$ cat config.mk
export PLATFORM = sky130hd
export DESIGN_NAME = alu_seq
export DESIGN_NICKNAME = d
export VERILOG_FILES = /design/src/rtl/alu_seq.sv
export SDC_FILE = /design/constraint.sdc
export NUM_CORES = 1
export LEC_CHECK = 0
export ABC_AREA = 1
export CAP_MARGIN = 20
export CORE_UTILIZATION = 25
export CTS_CLUSTER_SIZE = 14
export DETAILED_ROUTE_END_ITERATION = 12
export GPL_TIMING_DRIVEN = 0
export PLACE_DENSITY_LB_ADDON = 0.1
export SLEW_MARGIN = 20
export SYNTH_ARGS = -nofsm -noshare
export SYNTH_HDL_FRONTEND = slang
export SYNTH_SLANG_ARGS = --single-unit
$ cat constraint.sdc
create_clock -name clk -period 2.4 [get_ports clk]
set_input_delay 0.36 -clock clk [delete_from_list [all_inputs] [get_ports clk]]
set_output_delay 0.36 -clock clk [all_outputs]
set_load 0.02 [all_outputs]
$ cat src/rtl/alu_seq.sv
// alu_seq: sequential ALU with a valid/ready request port and a held result port.
// Single-cycle ops for everything except divide. Define ALU_SEQ_DIV_EN to build
// the bit-serial restoring divider for op 3; without it op 3 reports err with a
// zero result after one cycle.
module alu_seq #(
    parameter int unsigned WIDTH = 8
) (
    input  logic             clk,
    input  logic             rst,
    input  logic             in_valid,
    output logic             in_ready,
    input  logic [WIDTH-1:0] a,
    input  logic [WIDTH-1:0] b,
    input  logic [3:0]       op,
    output logic             out_valid,
    input  logic             out_ready,
    output logic [WIDTH-1:0] result,
    output logic             carry,
    output logic             zero,
    output logic             err
);

    localparam int unsigned W2 = 2 * WIDTH;
    localparam int unsigned CW = $clog2(WIDTH + 1);

    typedef enum logic [1:0] {
        S_IDLE = 2'd0,
        S_BUSY = 2'd1,
        S_DONE = 2'd2
    } state_e;

    state_e           state_q, state_d;
    logic [WIDTH-1:0] result_q, result_d;
    logic             carry_q, carry_d;
    logic             zero_q, zero_d;
    logic             err_q, err_d;

    logic             div_start;
    logic             div_last;
    logic [WIDTH-1:0] div_quo;
    logic [WIDTH+1:0] alu_res;

    // Single-cycle result: {err, carry, result}
    function automatic logic [WIDTH+1:0] alu_f(input logic [3:0] f_op,
                                               input logic [WIDTH-1:0] x,
                                               input logic [WIDTH-1:0] y);
        logic [WIDTH:0]   wide;
        logic [W2-1:0]    prod;
        logic [WIDTH-1:0] r;
        logic             c;
        logic             e;
        wide = '0;
        prod = '0;
        r    = '0;
        c    = 1'b0;
        e    = 1'b0;
        case (f_op)
            4'h0: begin
                wide = {1'b0, x} + {1'b0, y};
                r    = wide[WIDTH-1:0];
                c    = wide[WIDTH];
            end
            4'h1: begin
                wide = {1'b0, x} - {1'b0, y};
                r    = wide[WIDTH-1:0];
                c    = wide[WIDTH];
            end
            4'h2: begin
                prod = W2'(x) * W2'(y);
                r    = prod[WIDTH-1:0];
                c    = |prod[W2-1:WIDTH];
            end
            4'h3: begin
`ifdef ALU_SEQ_DIV_EN
                // Only reached for a zero divisor; nonzero divisors go iterative.
                r = '1;
`else
                r = '0;
`endif
                e = 1'b1;
            end
            4'h4: begin
                r = {x[WIDTH-2:0], 1'b0};
                c = x[WIDTH-1];
            end
            4'h5: begin
                r = {1'b0, x[WIDTH-1:1]};
                c = x[0];
            end
            4'h6: begin
                r = {x[WIDTH-2:0], x[WIDTH-1]};
                c = x[WIDTH-1];
            end
            4'h7: begin
                r = {x[0], x[WIDTH-1:1]};
                c = x[0];
            end
            4'h8: r = x & y;
            4'h9: r = x | y;
            4'hA: r = x ^ y;
            4'hB: r = ~(x | y);
            4'hC: r = ~(x & y);
            4'hD: r = ~(x ^ y);
            4'hE: r = {{(WIDTH-1){1'b0}}, (x > y)};
            default: r = {{(WIDTH-1){1'b0}}, (x == y)};
        endcase
        return {e, c, r};
    endfunction

    assign alu_res = alu_f(op, a, b);

`ifdef ALU_SEQ_DIV_EN
    logic [WIDTH-1:0] rem_q, rem_d;
    logic [WIDTH-1:0] quo_q, quo_d;
    logic [WIDTH-1:0] dvs_q, dvs_d;
    logic [CW-1:0]    cnt_q, cnt_d;
    logic [WIDTH:0]   shifted;
    logic [WIDTH:0]   diff;
    logic             q_bit;
    logic [WIDTH-1:0] rem_step;
    logic [WIDTH-1:0] quo_step;

    assign div_start = (op == 4'h3) && (b != '0);

    // One restoring-division step: shift in the next dividend bit, try subtract
    assign shifted  = {rem_q, quo_q[WIDTH-1]};
    assign diff     = shifted - {1'b0, dvs_q};
    assign q_bit    = ~diff[WIDTH];
    assign rem_step = q_bit ? diff[WIDTH-1:0] : shifted[WIDTH-1:0];
    assign quo_step = {quo_q[WIDTH-2:0], q_bit};
    assign div_quo  = quo_step;
    assign div_last = (cnt_q == CW'(1));

    // Divider load on acceptance, then one quotient bit per BUSY cycle
    always_comb begin
        rem_d = rem_q;
        quo_d = quo_q;
        dvs_d = dvs_q;
        cnt_d = cnt_q;
        if (state_q == S_IDLE && in_valid && div_start) begin
            rem_d = '0;
            quo_d = a;
            dvs_d = b;
            cnt_d = CW'(WIDTH);
        end else if (state_q == S_BUSY) begin
            rem_d = rem_step;
            quo_d = quo_step;
            cnt_d = cnt_q - CW'(1);
        end
    end

    // Divider registers
    always_ff @(posedge clk or posedge rst) begin
        if (rst) begin
            rem_q <= '0;
            quo_q <= '0;
            dvs_q <= '0;
            cnt_q <= '0;
        end else begin
            rem_q <= rem_d;
            quo_q <= quo_d;
            dvs_q <= dvs_d;
            cnt_q <= cnt_d;
        end
    end
`else
    assign div_start = 1'b0;
    assign div_last  = 1'b1;
    assign div_quo   = '0;
`endif

    // Next state and result capture
    always_comb begin
        state_d  = state_q;
        result_d = result_q;
        carry_d  = carry_q;
        zero_d   = zero_q;
        err_d    = err_q;
        case (state_q)
            S_IDLE: begin
                if (in_valid) begin
                    if (div_start) begin
                        state_d = S_BUSY;
                    end else begin
                        err_d    = alu_res[WIDTH+1];
                        carry_d  = alu_res[WIDTH];
                        result_d = alu_res[WIDTH-1:0];
                        zero_d   = (alu_res[WIDTH-1:0] == '0);
                        state_d  = S_DONE;
                    end
                end
            end
            S_BUSY: begin
                if (div_last) begin
                    result_d = div_quo;
                    carry_d  = 1'b0;
                    err_d    = 1'b0;
                    zero_d   = (div_quo == '0);
                    state_d  = S_DONE;
                end
            end
            S_DONE: begin
                if (out_ready) begin
                    state_d = S_IDLE;
                end
            end
            default: state_d = S_IDLE;
        endcase
    end

    // State and output registers
    always_ff @(posedge clk or posedge rst) begin
        if (rst) begin
            state_q  <= S_IDLE;
            result_q <= '0;
            carry_q  <= 1'b0;
            zero_q   <= 1'b0;
            err_q    <= 1'b0;
        end else begin
            state_q  <= state_d;
            result_q <= result_d;
            carry_q  <= carry_d;
            zero_q   <= zero_d;
            err_q    <= err_d;
        end
    end

    // Ready is gated by reset so it reads 0 while reset is held
    assign in_ready  = (state_q == S_IDLE) && !rst;
    assign out_valid = (state_q == S_DONE);
    assign result    = result_q;
    assign carry     = carry_q;
    assign zero      = zero_q;
    assign err       = err_q;

endmodule

==> metrics.md, run 1 <==
| Metric | Value |
|---|---|
| Outcome | `complete, but fails checks` |
| Failing checks | `setup timing` |
| Fin crit share | `1.69` |
| Starting density of the core | `0.256` |
| Crit Path Class | `in2reg` |
| Die height | `138 um` |
| Net Count, Synth | `923` |
| DRT Pass-1 Iters | `5` |
| Hold crit path type | `in2async` |
| Final Critical Period | `approximately 4.0 ns` |
| Routability Congestion | `approximately 0.9` |
| Post-synthesis sequential area ratio | `0.0650` |
| Antenna-violating nets left | `0` |
| Ys flop type | `dfrtp_1` |
| Multi-input gate area | `4030 um^2` |
| Final setup vio count | `7` |
| Fin worst setup slack | `-1.65 ns` |
| R2R depth | `6` |
| H-tree depth | `1` |
| Final Hold Fails | `0` |
| Yosys reg bits | `12` |
| Cell type with the highest aggregate area in the netlist | `nand2_1` |
| Commonest non-fill, non-tap cell in the layout | `nand2_1` |
| DR vias/cell | `4.52` |
| Synth area leaders | `nand2_1 (23%), fa_1 (16%), ha_1 (16%)` |
| Area Overhead vs Synth | `37.5%` |
| Port bufs | `36` |
| Max-slew headroom | `0.628` |
| DRC viols | `0` |
| Layout cells sized above 1 | `0.230` |
| CP endpoint kind | `flop` |
| Reg area | `300 um^2` |
| Grt total ovfl | `0` |
| Largest net degree at the start of global routing | `13` |
| Syn Inst Count | `801` |
| Clock skew | `0.00117 ns` |
| Num rows | `49` |
| Clock slew at reported path FFs | `0.04 ns` |
| Worst-skew pair later-pin latency | `0.24 ns` |
| Final TNS setup | `-8.40 ns` |
| Leak Pwr | `about 3.6 nW` |
| Wirelength per Cell | `about 14 um` |
| Core area | `about 18,000 um^2` |
| Design area | `6350 um^2` |
| IO Pins | `37` |
| Worst hold margin | `0.468 ns` |
| Post-synth cell types | `28` |
| FILL cells | `2,037` |
| Routed WL | `15,800 um` |
| Share of the synthesized area in the top cell type | `0.229` |
| Nets | `1,004` |
| Number of global-route vias before repair | `4,534` |
| Via count | `around 5,000` |
| WP data arrival | `4.17 ns` |
| Worst flop-to-flop path endpoint | `result[3]` |
| Mean Syn Cell Area | `5.77 um^2` |
| Unrepaired setup endpoints after global routing | `yes` |
| Worst R2R Setup Slack | `approximately 1.1 ns` |
| CP startpoint kind | `primary input` |
| Initial antenna violation count | `0` |
| Synth Cell Area | `around 4600 um^2` |
| Tightest Pin Transition | `0.555 ns` |
| Iter 0 DRT Violations | `approximately 300` |
| Total track usage | `0.172` |
| CP max FO | `4` |
| Die area | `19,000 um^2` |
| Clk sinks | `12` |
| Placed instance area | `5540 um^2` |
| Finished Core Util | `0.353` |
| Inserted Diodes | `0` |
| Worst vdd ir | `0.334 mV` |
| Total CTS buffers | `3` |
| EDFF count, synth | `0` |
| Max Clock Freq | `0.247 GHz` |
| PwrDens | `580 nW/um^2` |
| Root Driver | `clkbuf_16` |
| Reg2Reg Launch Point | `state_q[1]` |
| Async S/R FF share, synth | `1.00` |
| Warnings from Yosys | `0` |
| CTS tree | `built` |
| First-pass GRT wire length | `24,800 um` |
| Critical path required time | `2.53 ns` |
| Power Total | `~3.7 mW` |
| Commonest non-fill, non-tap cells in the layout | `nand2_1 (238), inv_1 (163), nor2_1 (57)` |
| Final Max Tran Viols | `0` |
| Die W | `about 140 um` |
| Max-cap violations | `0` |
| Clk buf depth | `2` |
| DP HPWL | `between 10,000 and 15,000 um` |
## logic make-up after synthesis
kind of cell             Yosys count  share of synthesized area
AO/OA/AOI/OAI                     48                     0.0561
XOR/XNOR                           2                    0.00379
adder cells (fa/ha/maj)           98                      0.327
buffers and inverters            207                      0.170
flip-flops                        12                     0.0650
AND/OR/NAND/NOR                  434                      0.378
## synthesized netlist by cell type, types with 2 or more instances
cell,number
nand2_1,282
inv_1,183
nor2_1,79
ha_1,60
nand3_1,53
fa_1,38
o21ai_0,22
a21oi_1,17
clkbuf_1,17
dfrtp_1,12
nand4_1,8
buf_2,4
nand3b_1,4
nor3_1,4
or2_2,3
a31oi_1,2
o22ai_1,2
## layout make-up
class / instances / area share
buffer: 23 / 0.0435
clock buffer: 3 / 0.0118
inverter: 184 / 0.109
multi-input combinational: 582 / 0.634
sequential: 12 / 0.0473
tap: 229 / 0.0451
timing repair buffer: 76 / 0.110
## through the flow
stage	setup slack [ns]	cells
floorplan	-1.37	801
global placement	-2.60	1066
detailed placement	-2.60	1066
CTS	-1.79	1101
global route	-1.82	1109
finish	-1.65	1109
## timing repair
| action | in CTS | in global routing |
|---|---|---|
| hold buffers | 0 | 0 |
| gates resized for setup | 129 | 92 |
| endpoints found under the setup margin | 9 | 10 |
| setup buffers | 32 | 8 |
| pin swaps | 38 | 45 |
| cloned | 0 | 0 |
## per-layer routing
layer,share of wire,vias up,routed length [um],GRT usage
li1,-,2544,-,-
met1,0.51,2334,8080,0.264
met2,0.44,130,6880,0.266
met3,0.042,8,664,0.0139
met4,0.011,0,179,0.0187
met5,0,-,0,0
## how the worst max path moves through the flow
stage	from	cells after the start	slack [ns]	to
detailed placement	a[1]	22	-2.60	carry
finish	b[2]	24	-1.65	carry
floorplan	a[5]	25	-1.37	carry
CTS	b[2]	26	-1.79	carry
global route	b[7]	26	-1.82	carry
global placement	a[2]	20	-2.60	carry
## power breakdown
| group | internal [mW] | switching (mW) |
|---|---|---|
| combinational | 1.34 | 1.78 |
| sequential | 0.247 | 0.0233 |
| clock | 0.216 | 0.0782 |
| total | 1.80 | 1.89 |
## state kept, by name (all words and copies together) (netlist names)
register / count
carry: 1
err: 1
state_q: 1
result: 8
zero: 1
## worst max-delay path, cell delays in order
cell and delay, ns:
buf_8 0.10, clkbuf_16 0.15, buf_6 0.12, nand2_2 0.05
fa_1 0.43, fa_1 0.53, fa_1 0.56, inv_2 0.04
fa_1 0.54, ha_4 0.23, nand2_4 0.09, inv_2 0.04
nand2_2 0.05, nand2_2 0.07, nand2_2 0.08, nand3_2 0.07
nand2_1 0.06, nand2_1 0.06, nor2_2 0.13, nand3_2 0.12
nand2_2 0.10, nand2_4 0.07, nand2_2 0.06, nand2_1 0.04
Power figures use the tool's default switching activity.
==> run 2: changes to the inputs <==
--- a/config.mk
+++ b/config.mk
@@ -6,12 +6,13 @@
 export NUM_CORES = 1
 export LEC_CHECK = 0
 export ABC_AREA = 1
-export CAP_MARGIN = 20
+export CAP_MARGIN = 40
 export CORE_UTILIZATION = 25
 export CTS_CLUSTER_SIZE = 14
 export DETAILED_ROUTE_END_ITERATION = 12
 export GPL_TIMING_DRIVEN = 0
 export PLACE_DENSITY_LB_ADDON = 0.1
+export SKIP_LAST_GASP = 1
 export SLEW_MARGIN = 20
 export SYNTH_ARGS = -nofsm -noshare
 export SYNTH_HDL_FRONTEND = slang
==> constraint.sdc (replaced) <==
create_clock -name clk -period 4.4 [get_ports clk]
set_input_delay 0.66 -clock clk [delete_from_list [all_inputs] [get_ports clk]]
set_output_delay 0.66 -clock clk [all_outputs]
set_load 0.02 [all_outputs]
==> metrics.md, run 2 (synthesis results as in run 1) <==
| Metric | Value |
|---|---|
| Iter 0 DRT Violations | `roughly 260` |
| Die area | `19,000 um^2` |
| DR vias/cell | `4.43` |
| Tightest Pin Transition | `0.685 ns` |
| Crit Path Class | `in2reg` |
| DRC viols | `0` |
| Met1 GRT Util | `0.257` |
| Starting density of the core | `0.256` |
| Max-cap violations | `0` |
| Core area | `18,000 um^2` |
| Area Overhead vs Synth | `32.7%` |
| Total track usage | `0.178` |
| CP startpoint kind | `primary input` |
| Largest net degree at the start of global routing | `13` |
| Final Critical Period | `4.29 ns` |
| DP HPWL | `13,100 um` |
| Global routing's busiest layer | `met2` |
| Antenna-violating nets left | `0` |
| Port bufs | `36` |
| CTS tree | `built` |
| Hold-fix buffers at CTS | `0` |
| DRT Pass-1 Iters | `4` |
| Met2 Resource Use GR | `0.290` |
| Layout cells sized above 1 | `0.177` |
| Final Hold Fails | `0` |
| Final setup vio count | `0` |
| Critical path required time | `4.53 ns` |
| Routed WL | `15,900 um` |
| IO Pins | `37` |
| Power Total | `approximately 2.0 mW` |
| Max-slew headroom | `0.542` |
| Unrepaired setup endpoints after global routing | `yes` |
| Clock skew | `0.00158 ns` |
| PwrDens | `321 nW/um^2` |
| Hold crit path type | `reg2reg` |
| Commonest non-fill, non-tap cells in the layout | `nand2_1 (252), inv_1 (175), nor2_1 (66)` |
| Wirelength per Cell | `14.4 um` |
| Worst-skew pair later-pin latency | `around 0.24 ns` |
| Placed insts | `roughly 1,100` |
| Fin crit share | `0.975` |
| Clk sinks | `12` |
| Via count | `slightly below 5,000` |
| Max reg flops | `8` |
| WP data arrival | `4.42 ns` |
| CP endpoint kind | `flop` |
| Num rows | `49` |
| Clock slew at reported path FFs | `0.04 ns` |
| Worst vdd ir | `around 0.22 mV` |
| Total CTS buffers | `3` |
| Grt total ovfl | `0` |
| Initial antenna violation count | `0` |
| Max Clock Freq | `roughly 0.23 GHz` |
| First-pass GRT wire length | `25,600 um` |
| Outcome | `finished clean` |
| Clk buf depth | `2` |
| Root Driver | `clkbuf_16` |
| Die W | `138 um` |
| Inserted Diodes | `0` |
| Layout Cells excl Fill | `between 1,000 and 1,500` |
| Die height | `138 um` |
| Final Max Tran Viols | `0` |
| Routability Congestion | `between 0.9 and 1` |
| CP max FO | `6` |
| GR Util met3 | `0.0106` |
| Finished Core Util | `0.340` |
| Nets | `about 1,000` |
| H-tree depth | `1` |
| Number of global-route vias before repair | `between 4,000 and 5,000` |
| Commonest non-fill, non-tap cell in the layout | `nand2_1` |
| Leak Pwr | `3.48 nW` |
-- run 2: cell count changes in the layout (fill, tap and decap cells not counted), moves of 8 or more --
| cell | delta |
|---|---|
| nor2_1 | +9 |
| inv_2 | -12 |
| nand2_1 | +14 |
| inv_1 | +12 |
| buf_6 | -10 |
| nor2_2 | -8 |
| nand2_2 | -9 |
-- run 2: per-layer routing --
layer	vias up	wire length (um)
met1	2265	8080
met4	0	194
met3	12	495
li1	2531	-
met2	77	7150
met5	-	0
-- run 2: metrics by stage --
| stage | TNS (ns) | setup slack [ns] | area, um^2 | hold WS (ns) |
|---|---|---|---|---|
| after global routing | -0.126 | -0.0854 | 6130 | 0.503 |
| final | 0 | 0.111 | 6130 | 0.480 |
| after CTS | -0.0333 | -0.0333 | 5890 | 0.488 |
| after detailed placement | -5.92 | -1.38 | 5270 | 0.477 |
| after floorplan | 0 | 0.0267 | 4620 | 0.525 |
| after global placement | -5.93 | -1.40 | 5270 | 0.469 |
-- run 2: path summary, 6_finish.rpt --
path                            start    endpoint  slack, ns  cells past startpoint
min in group asynchronous         rst  state_q[1]       0.76                      2
hold reg to reg                   err         err       0.48                      2
max in group asynchronous         rst         err       3.32                      2
hold / removal                    err         err       0.48                      2
setup reg to reg           state_q[1]   result[3]       3.14                      6
setup / recovery                 b[2]       carry       0.11                     22
-- run 2: power breakdown --
part,total (mW),internal [mW],switching [mW]
sequential,0.146,0.134,0.0116
combinational,1.64,0.696,0.942
clock,0.182,0.137,0.0454
-- run 2: layout make-up --
class	count	area (um^2)
fillers	2071	11900
multi-input cells	582	3920
inverters	184	691
repair buffers	70	593
flip-flops and latches	12	300
well taps	229	287
plain buffers	22	254
clock buffers	4	88.8
-- run 2: timing repair --
action                     in CTS  in global routing
setup buffers                  24                 10
resized for setup             141                 80
setup endpoints to repair       6                  3
pin swaps                      25                 40
-- run 2: worst max-delay path, stage by stage --
cell and delay (ns):
buf_8 0.10, buf_8 0.12, nand2_2 0.06, inv_2 0.04, fa_1 0.52, inv_1 0.05, fa_2 0.54, fa_1 0.42
fa_1 0.56, inv_2 0.05, ha_4 0.29, nand2_4 0.08, nor2_4 0.12, nand3_2 0.11, nand4_1 0.11, nand2_1 0.07
nor2_2 0.11, nand3_2 0.11, nand2_4 0.10, nand2_4 0.07, nand2_2 0.06, nand2_1 0.04
==> run 3: changes to the inputs <==
--- a/config.mk
+++ b/config.mk
@@ -11,7 +11,6 @@
 export CTS_CLUSTER_SIZE = 14
 export DETAILED_ROUTE_END_ITERATION = 12
 export GPL_TIMING_DRIVEN = 0
-export PLACE_DENSITY_LB_ADDON = 0.1
 export SKIP_LAST_GASP = 1
 export SLEW_MARGIN = 20
 export SYNTH_ARGS = -nofsm -noshare
==> constraint.sdc (replaced) <==
create_clock -name clk -period 3.85 [get_ports clk]
set_input_delay 0.5775 -clock clk [delete_from_list [all_inputs] [get_ports clk]]
set_output_delay 0.5775 -clock clk [all_outputs]
set_load 0.02 [all_outputs]
==> metrics.md, run 3 (synthesis results as in run 1) <==
| Metric | Value |
|---|---|
| Total CTS buffers | `3` |
| Fin crit share | `1.08` |
| Number of global-route vias before repair | `4,609` |
| Final Critical Period | `4.16 ns` |
| Grt total ovfl | `0` |
| Commonest non-fill, non-tap cell in the layout | `nand2_1` |
| DRT Pass-1 Iters | `5` |
| WP data arrival | `between 4 and 5 ns` |
| Root Driver | `clkbuf_16` |
| Leak Pwr | `3.49 nW` |
| Largest net degree at the start of global routing | `13` |
| Layout cells sized above 1 | `0.205` |
| Final Max Tran Viols | `0` |
| Clk buf depth | `2` |
| Reg area | `approximately 300 um^2` |
| Area Overhead vs Synth | `33.8%` |
| DRC viols | `0` |
| Fin worst setup slack | `-0.307 ns` |
| Die area | `19,000 um^2` |
| Hold crit path type | `reg2reg` |
| Max-cap violations | `0` |
| Worst R2R Setup Slack | `2.59 ns` |
| Pre-CTS worst setup slack | `-1.28 ns` |
| CTS tree | `built` |
| Routability Congestion | `0.932` |
| Die W | `138 um` |
| Most frequent CP cell | `nand2_2` |
| Tightest Pin Transition | `0.664 ns` |
| CP max FO | `6` |
| Total track usage | `0.156` |
| Worst-skew pair later-pin latency | `0.24 ns` |
| Starting density of the core | `0.256` |
| CP endpoint kind | `flop` |
| Iter 0 DRT Violations | `roughly 320` |
| Crit path largest cell delay | `~0.60 ns` |
| Antenna-violating nets left | `0` |
| Worst vdd ir | `0.197 mV` |
| Failing checks | `setup timing` |
| First-pass GRT wire length | `around 23,000 um` |
| Routed WL | `14,600 um` |
| Outcome | `complete, but fails checks` |
| Critical path required time | `3.98 ns` |
| Clock slew at reported path FFs | `0.04 ns` |
| Worst hold margin | `0.471 ns` |
| CP startpoint kind | `primary input` |
| Worst flop-to-flop path endpoint | `result[3]` |
| Inserted Diodes | `0` |
| H-tree depth | `1` |
| Multi-input gate area | `3960 um^2` |
| DP HPWL | `11,700 um` |
| Port bufs | `36` |
| Initial antenna violation count | `0` |
| PwrDens | `364 nW/um^2` |
| Reg2Reg Launch Point | `state_q[1]` |
| DR vias/cell | `4.53` |
| Metal2 WL | `6740 um` |
| R2R depth | `6` |
| Num rows | `49` |
| Die height | `between 100 and 150 um` |
| Hold-fix buffers at CTS | `0` |
| Final setup vio count | `5` |
| Hold Path Stages | `2` |
| Nets | `between 900 and 1,000` |
| Max reg flops | `8` |
| Final Hold Fails | `0` |
| DR WL met3 | `between 900 and 1000 um` |
| Met1 WL | `6770 um` |
| Critical-path cell list | `clkbuf_4 > buf_8 > nand2_2 > fa_1 > fa_2 > fa_1 > fa_1 > inv_2 > ha_4 > nand2_2 > nand2_2 > nand2_2 > nand2_2 > nand2_1 > nand4_1 > nand2_1 > nor2_2 > nand3_2 > nand2_2 > nand2_2 > nand2_1 > nand2_1` |
| FILL cells | `1,989` |
| Power Total | `2.25 mW` |
| Top sig layer | `met4` |
| Clock skew | `0.00111 ns` |
| Wirelength per Cell | `13.3 um` |
| Crit Path Class | `in2reg` |
| IO Pins | `37` |
| Max-slew headroom | `0.556` |
| Worst Hold Launch | `zero` |
| Commonest non-fill, non-tap cells in the layout | `nand2_1 (239), inv_1 (166), nor2_1 (64)` |
| Hold path endpoint | `zero` |
| Core area | `18,000 um^2` |
| Clk sinks | `12` |
| Via count | `4,993` |
| CP max stage cell | `fa_2` |
| Max Clock Freq | `roughly 0.24 GHz` |
| Unrepaired setup endpoints after global routing | `yes` |
[run 3: power by group]
group	internal, mW	switching, mW	leakage, nW	total [mW]
Combinational	0.812	1.08	3.31	1.90
Clock	0.135	0.0521	0.0370	0.187
Sequential	0.154	0.0143	0.152	0.168
Total	1.10	1.15	3.49	2.25
[run 3: worst max-delay path by stage]
| stage | start | end | slack [ns] | cells past startpoint |
|---|---|---|---|---|
| floorplan | a[5] | carry | -0.14 | 25 |
| global placement | a[5] | carry | -1.31 | 22 |
| detailed placement | a[1] | carry | -1.28 | 20 |
| CTS | b[7] | carry | -0.44 | 24 |
| global route | a[5] | carry | -0.49 | 26 |
| finish | a[3] | carry | -0.31 | 22 |
[run 3: metal layers]
metal	vias up	track usage
met3	20	0.0161
met1	2290	0.218
li1	2537	-
met5	-	0
met2	146	0.264
met4	0	0.0242
[run 3: layout make-up]
cell class / instances / area share
inverter: 184 / 0.112
buffer: 22 / 0.0411
timing repair buffer: 71 / 0.101
clock buffer: 3 / 0.0121
sequential: 12 / 0.0486
multi-input combinational: 582 / 0.640
tap: 229 / 0.0463
[run 3: metrics by stage]
stage,cell area [um^2],cells,util,TNS (ns)
2_1_floorplan,4840,801,-,-0.136
3_3_place_gp,5490,1066,0.305,-5.69
3_5_place_dp,5490,1066,0.305,-5.82
4_1_cts,5940,1101,0.329,-1.20
5_1_grt,6180,1103,0.343,-1.55
6_report,6180,1103,0.343,-0.764
[run 3: what timing repair did]
item / CTS / global route
gates resized for setup: 117 / 92
setup endpoints to repair: 6 / 6
pin swaps: 30 / 58
setup buffers: 32 / 3
[run 3: critical path: cells and delay by family]
family                   cells  cell delay (ns)
AND/OR/NAND/NOR             14             1.05
buffers and inverters        3             0.33
adder cells (fa/ha/maj)      5             2.33
